===== src/rtl/sci_cmd_arbiter.sv =====
// SCI write arbiter: merges volume and song-change (soft reset) requests into one
// ordered stream of codec register writes over a start/done handshake gated by DREQ.
module sci_cmd_arbiter #(
    parameter logic [15:0] MODE_RESET_VAL = 16'h0804,
    parameter logic [15:0] MODE_NORM_VAL  = 16'h0800,
    parameter logic [15:0] CLOCKF_VAL     = 16'h9800,
    parameter logic [15:0] VOL_INIT       = 16'h0000,
    parameter int unsigned SETTLE_CYC     = 100,
    parameter int unsigned DREQ_TIMEOUT   = 5_000_000
) (
    input  logic        clk,
    input  logic        rst,
    input  logic        i_vol_req,
    input  logic [15:0] i_vol_val,
    input  logic        i_rst_req,
    input  logic        i_dreq,
    input  logic        i_sci_done,
    output logic        o_sci_start,
    output logic [7:0]  o_sci_addr,
    output logic [15:0] o_sci_data,
    output logic        o_busy,
    output logic        o_init_done,
    output logic        o_err
);

    localparam logic [1:0] S_IDLE      = 2'd0;
    localparam logic [1:0] S_ISSUE     = 2'd1;
    localparam logic [1:0] S_WAIT_DONE = 2'd2;
    localparam logic [1:0] S_WAIT_DREQ = 2'd3;

    localparam logic [7:0] ADDR_MODE   = 8'h00;
    localparam logic [7:0] ADDR_CLOCKF = 8'h03;
    localparam logic [7:0] ADDR_VOL    = 8'h0B;

    // The reset write is the normal mode word with the soft-reset bits flipped.
    localparam logic [15:0] L_SOFT_RST_BITS = MODE_RESET_VAL ^ MODE_NORM_VAL;

    localparam logic [31:0] L_SETTLE   = 32'(SETTLE_CYC);
    localparam logic [31:0] L_TO_ISSUE = 32'(DREQ_TIMEOUT);
    localparam logic [31:0] L_TO_DREQ  = 32'(SETTLE_CYC + DREQ_TIMEOUT);

    logic [1:0]  r_state;
    logic [1:0]  r_step;
    logic        r_seq_rst;
    logic        r_pend_rst;
    logic        r_pend_vol;
    logic [15:0] r_vol_shadow;
    logic [31:0] r_cnt;

    logic [1:0]  w_state_nxt;
    logic [1:0]  w_step_nxt;
    logic        w_seq_rst_nxt;
    logic        w_start;
    logic        w_err;
    logic        w_clr_rst;
    logic        w_clr_vol;
    logic        w_init_set;
    logic [31:0] w_cnt_limit;
    logic        w_cnt_run;
    logic [7:0]  w_addr;
    logic [15:0] w_data;

    // Step 0/1/2 map to MODE/CLOCKF/VOL; a volume sequence is just step 2.
    always_comb begin
        w_addr = ADDR_VOL;
        w_data = r_vol_shadow;
        case (r_step)
            2'd0: begin
                w_addr = ADDR_MODE;
                w_data = MODE_NORM_VAL ^ L_SOFT_RST_BITS;
            end
            2'd1: begin
                w_addr = ADDR_CLOCKF;
                w_data = CLOCKF_VAL;
            end
            default: begin
                w_addr = ADDR_VOL;
                w_data = r_vol_shadow;
            end
        endcase
    end

    always_comb begin
        w_state_nxt   = r_state;
        w_step_nxt    = r_step;
        w_seq_rst_nxt = r_seq_rst;
        w_start       = 1'b0;
        w_err         = 1'b0;
        w_clr_rst     = 1'b0;
        w_clr_vol     = 1'b0;
        w_init_set    = 1'b0;
        w_cnt_limit   = (r_state == S_WAIT_DREQ) ? L_TO_DREQ : L_TO_ISSUE;
        w_cnt_run     = (r_state == S_ISSUE) || (r_state == S_WAIT_DREQ);
        case (r_state)
            S_IDLE: begin
                if (r_pend_rst) begin
                    w_clr_rst     = 1'b1;
                    w_seq_rst_nxt = 1'b1;
                    w_step_nxt    = 2'd0;
                    w_state_nxt   = S_ISSUE;
                end else if (r_pend_vol) begin
                    w_seq_rst_nxt = 1'b0;
                    w_step_nxt    = 2'd2;
                    w_state_nxt   = S_ISSUE;
                end
            end
            S_ISSUE: begin
                if (i_dreq) begin
                    w_start     = 1'b1;
                    w_clr_vol   = (r_step == 2'd2);
                    w_state_nxt = S_WAIT_DONE;
                end else if (r_cnt == w_cnt_limit) begin
                    w_err       = 1'b1;
                    w_state_nxt = S_IDLE;
                end
            end
            S_WAIT_DONE: begin
                if (i_sci_done) begin
                    if (r_seq_rst && (r_step == 2'd0)) begin
                        w_step_nxt  = 2'd1;
                        w_state_nxt = S_WAIT_DREQ;
                    end else if (r_step != 2'd2) begin
                        w_step_nxt  = r_step + 2'd1;
                        w_state_nxt = S_ISSUE;
                    end else begin
                        w_init_set  = r_seq_rst;
                        w_state_nxt = S_IDLE;
                    end
                end
            end
            S_WAIT_DREQ: begin
                if ((r_cnt >= L_SETTLE) && i_dreq) begin
                    w_state_nxt = S_ISSUE;
                end else if (r_cnt == w_cnt_limit) begin
                    w_err       = 1'b1;
                    w_state_nxt = S_IDLE;
                end
            end
            default: begin
                w_state_nxt = S_IDLE;
            end
        endcase
    end

    always_ff @(posedge clk or posedge rst) begin
        if (rst) begin
            r_state   <= S_IDLE;
            r_step    <= 2'd0;
            r_seq_rst <= 1'b0;
            r_cnt     <= 32'd0;
        end else begin
            r_state   <= w_state_nxt;
            r_step    <= w_step_nxt;
            r_seq_rst <= w_seq_rst_nxt;
            if ((w_state_nxt != r_state) || !w_cnt_run) begin
                r_cnt <= 32'd0;
            end else begin
                r_cnt <= r_cnt + 32'd1;
            end
        end
    end

    // A new request in the same cycle as the clear keeps the flag set.
    always_ff @(posedge clk or posedge rst) begin
        if (rst) begin
            r_pend_rst   <= 1'b1;
            r_pend_vol   <= 1'b0;
            r_vol_shadow <= VOL_INIT;
        end else begin
            if (i_rst_req) begin
                r_pend_rst <= 1'b1;
            end else if (w_clr_rst) begin
                r_pend_rst <= 1'b0;
            end
            if (i_vol_req) begin
                r_pend_vol   <= 1'b1;
                r_vol_shadow <= i_vol_val;
            end else if (w_clr_vol) begin
                r_pend_vol <= 1'b0;
            end
        end
    end

    always_ff @(posedge clk or posedge rst) begin
        if (rst) begin
            o_sci_start <= 1'b0;
            o_sci_addr  <= 8'h00;
            o_sci_data  <= 16'h0000;
            o_busy      <= 1'b0;
            o_init_done <= 1'b0;
            o_err       <= 1'b0;
        end else begin
            o_sci_start <= w_start;
            o_busy      <= (w_state_nxt != S_IDLE);
            o_err       <= w_err;
            if (w_start) begin
                o_sci_addr <= w_addr;
                o_sci_data <= w_data;
            end
            if (w_init_set) begin
                o_init_done <= 1'b1;
            end
        end
    end

endmodule


===== config.mk =====
export PLATFORM = sky130hd
export DESIGN_NAME = sci_cmd_arbiter
export DESIGN_NICKNAME = d
export VERILOG_FILES = /design/src/rtl/sci_cmd_arbiter.sv
export SDC_FILE = /design/constraint.sdc
export NUM_CORES = 1
export LEC_CHECK = 0
export ABC_AREA = 0
export CAP_MARGIN = 20
export CORE_AREA = 2 2 71 124
export CTS_CLUSTER_DIAMETER = 50
export DETAILED_ROUTE_END_ITERATION = 16
export DIE_AREA = 0 0 73 126
export PLACE_DENSITY = 0.67
export SETUP_SLACK_MARGIN = 0.4
export SLEW_MARGIN = 20
export SYNTH_ARGS = -nofsm -noshare
export SYNTH_HDL_FRONTEND = slang
export SYNTH_SLANG_ARGS = --single-unit

===== constraint.sdc =====
create_clock -name clk -period 3.9 [get_ports clk]
set_input_delay 0.78 -clock clk [delete_from_list [all_inputs] [get_ports clk]]
set_output_delay 0.78 -clock clk [all_outputs]
set_load 0.01 [all_outputs]

==> metrics.md <==
| Metric | Value |
|---|---|
| First-pass GRT wire length | 12120 um |
| Final Max Slew Viols | 0 |
| Net Sw Frac | 0.2777 |
| Critical Path AT | 2680 ps |
| Number of flops mapped to enable cells by yosys | 0 |
| DIE AREA | just over 0.009 mm^2 |
| Clk buf depth | 2 |
| Worst-margin pin slew | approximately 860 ps |
| Initial Util | 0.4411 |
| Final Net Count | about 400 |
| Post-synth top area cell | dfrtp_1 |
| Clock skew | 4.619 ps |
| CTS tree | done |
| Post-DP HPWL | 5054 um |
| Maximum clock rate | around 410 MHz |
| Unrepaired setup endpoints after global routing | no |
| Worst Path Max Fanout | 32 |
| Post-CTS setup buffers | 0 |
| Switching power | 750.2 uW |
| Top area cells in the synthesized netlist | dfrtp_1, xnor2_1, mux2_2, nor2_1, a22o_1 |
| Power share of the clock group | 0.381 |
| Synth Area in Compound Gates | 0.07815 |
| Clock transition at path regs | 60 ps |
| Vias in the first global route | 2618 |
| ANT cells | 0 |
| Core Footprint | 0.008203 mm^2 |
| Worst-Skew Late Latency | 330 ps |
| Cell Int Power | 1951 uW |
| Worst Path Class, Setup | reg2reg |
| Core Rows | 44 |
| Initial drt markers | 171 |
| CP Data Required Time | 4130 ps |
| TritonRoute pass-1 iters | 4 |
| Htree depth | 3 |
| Min Hold Slack | 480.9 ps |
| Antenna Nets Post-Route | 0 |
| Drc violations | 0 |
| Setup violators final | 0 |
| Combinational power share | 0.230 |
| FFs w/ async S/R, synth | 1.000 |
| Pin count of the biggest net entering global routing | 46 |
| GP Congestion | 0.8183 |
| Die Wd | 73 um |
| PortBufs | 44 |
| Vias | 2561 |
| Synth top area share | 0.5256 |
| Worst hold path class | reg2reg |
| Seq pwr share | 0.389 |
| Via density | 5.426 |
| Post-CTS Hold Buffers | 0 |
| Peak supply drop | 0.2373 mV |
| Syn. warnings | 0 |
| IO Pins | 50 |
| Main combinational cell family by area after synthesis | simple AND/OR/NAND/NOR gates |
| Sequential-to-total area share from yosys stat | 0.5328 |
| Post-synthesis simple-gate area fraction | 0.1867 |
| Die height | 126 um |
| XOR/XNOR Fraction of Synth Area | 0.07019 |
| Post-Place Setup Slack | 1419 ps |
| Placed instance area | 0.004073 mm^2 |
| Synth-to-layout area growth | 22.86% |
| Total power draw | 2702 uW |
| Initial antenna violation count | 0 |
| Critical path launch point type | flip-flop |
| Setup TNS | 0 ps |
| Multiplexer share of the synthesized area | 0.05256 |
| WL final | 7181 um |
| FILL cells | 707 |
| Overflow after GRT | 0 |
| Slack of the critical path | 1456 ps |
| Yosys reg bits | between 70 and 80 |
| Max-cap violations | 0 |
| DR WL/cell | 15.21 um |
| Final Cell Area | 0.004446 mm^2 |
| Fin crit share | 0.6266 |
| Clock root cell | clkbuf_16 |
| Share of cells above drive strength 1 | 0.1158 |
| Num CTS Buffers | 9 |
| Post-cts sizing count | 0 |
| Total clock sinks | 77 |
| Crit. End Element | flip-flop |
| Status | completed |
| Mapped Area | between 0.003 and 0.004 mm^2 |
| Adder-Cell Fraction of Synth Area | 0.02420 |
| Distinct cells, synth | 47 |
| Cell Pwr Density | between 600 and 700 mW/mm^2 |
| Period minus WS final | 2444 ps |
| Final Hold Viols | 0 |
| Main synth FF type | dfrtp_1 |
| Slew headroom | 0.4250 |
| All-Layer GR Usage | 0.1690 |
| Static leakage | 0.001911 uW |
| Post-Syn Instances | 336 |
| Avg Inst Size Synth | roughly 11 um^2 |
[cells in the mapped netlist (6+ instances only)]
cell and n:
dfrtp_1 76, nor2_1 42, xnor2_1 23, nand2_1 21, mux2_2 16, inv_1 14
a22o_1 13, nand3_1 13, nor4_1 13, nand4_1 9, nor3_1 8, o21ai_0 8
buf_4 7, clkbuf_1 7, ha_1 7, a21oi_1 6, xor2_1 6
[area by class of cell]
class / count / area, um^2 / share of cell area
Inverter: 14 / 52.55 / 0.01182
Tap cell: 92 / 115.1 / 0.02589
Sequential cell: 77 / 1928 / 0.4337
Clock buffer: 10 / 239.0 / 0.05376
Clock inverter: 6 / 133.9 / 0.03012
Multi-Input combinational cell: 227 / 1509 / 0.3394
Timing Repair Buffer: 46 / 467.9 / 0.1053
[cells by family after synthesis]
| family | after synthesis |
|---|---|
| buffers and inverters | 36 |
| and+or+nand+nor | 129 |
| adders and majority gates | 7 |
| other | 1 |
| xor gates and xnor gates | 29 |
| muxes | 17 |
| AOI/OAI and AO/OA | 40 |
| DFF | 77 |
[worst paths after layout]
path	from	end	slack [ps]	depth (start not counted)
worst max-delay path	r_cnt[2]	r_cnt[6]	1460	5
max in group asynchronous	rst	r_pend_rst	2260	3
worst max register to register	r_cnt[2]	r_cnt[6]	1460	5
worst min-delay path	o_init_done	o_init_done	480	1
worst min register to register	o_init_done	o_init_done	480	1
min in group asynchronous	rst	r_vol_shadow[5]	890	2
[cell usage in the layout, fill, tap and decap left out, drive strengths merged, types with 3 or more instances in the layout]
cell,instances
a21o,3
a21oi,6
a22o,13
and4,3
bufinv,4
clkbuf,10
clkdlybuf4s50,44
conb,5
dfrtp,76
ha,7
inv,14
mux2,16
nand2,21
nand2b,3
nand3,14
nand4,9
nor2,43
nor3,8
nor4,14
o21ai,8
or4,3
xnor2,23
xor2,6
[registers in the layout, indices dropped and copies added, names as in the netlist]
register	count
r_cnt	32
o_sci_data	16
r_pend_rst	1
o_sci_addr	2
o_sci_start	1
o_err	1
o_busy	1
r_pend_vol	1
r_step	2
r_vol_shadow	16
o_init_done	1
r_state	2
r_seq_rst	1
[layer usage]
layer	routed length (um)	GRT usage	vias up
met5	0	0	-
li1	-	-	1239
met1	3066	0.1942	1258
met3	224	0.02880	14
met4	189	0.09041	0
met2	3701	0.2899	50
[power groups by stage]
stage | clock [uW] | combinational (uW) | sequential [uW]
floorplan | 0 | 407 | 1050
global placement | 0 | 620 | 1060
detailed placement | 0 | 630 | 1060
CTS | 1050 | 635 | 1050
global route | 1080 | 694 | 1070
finish | 1030 | 622 | 1050
[stage by stage]
stage | utilization | std cells
after floorplan | - | 340
after global placement | 0.4965 | 456
after detailed placement | 0.4965 | 456
after CTS | 0.5419 | 472
after global routing | 0.5419 | 472
final | 0.5419 | 472
[worst max-delay path, cell delays in order, from the launching register on]
cell	delay, ps
dfrtp_1	460
o311ai_0	520
nand4_1	190
o31ai_1	280
nand3_2	560
a21oi_1	340
Note: power is estimated with default switching activity, not from simulation.
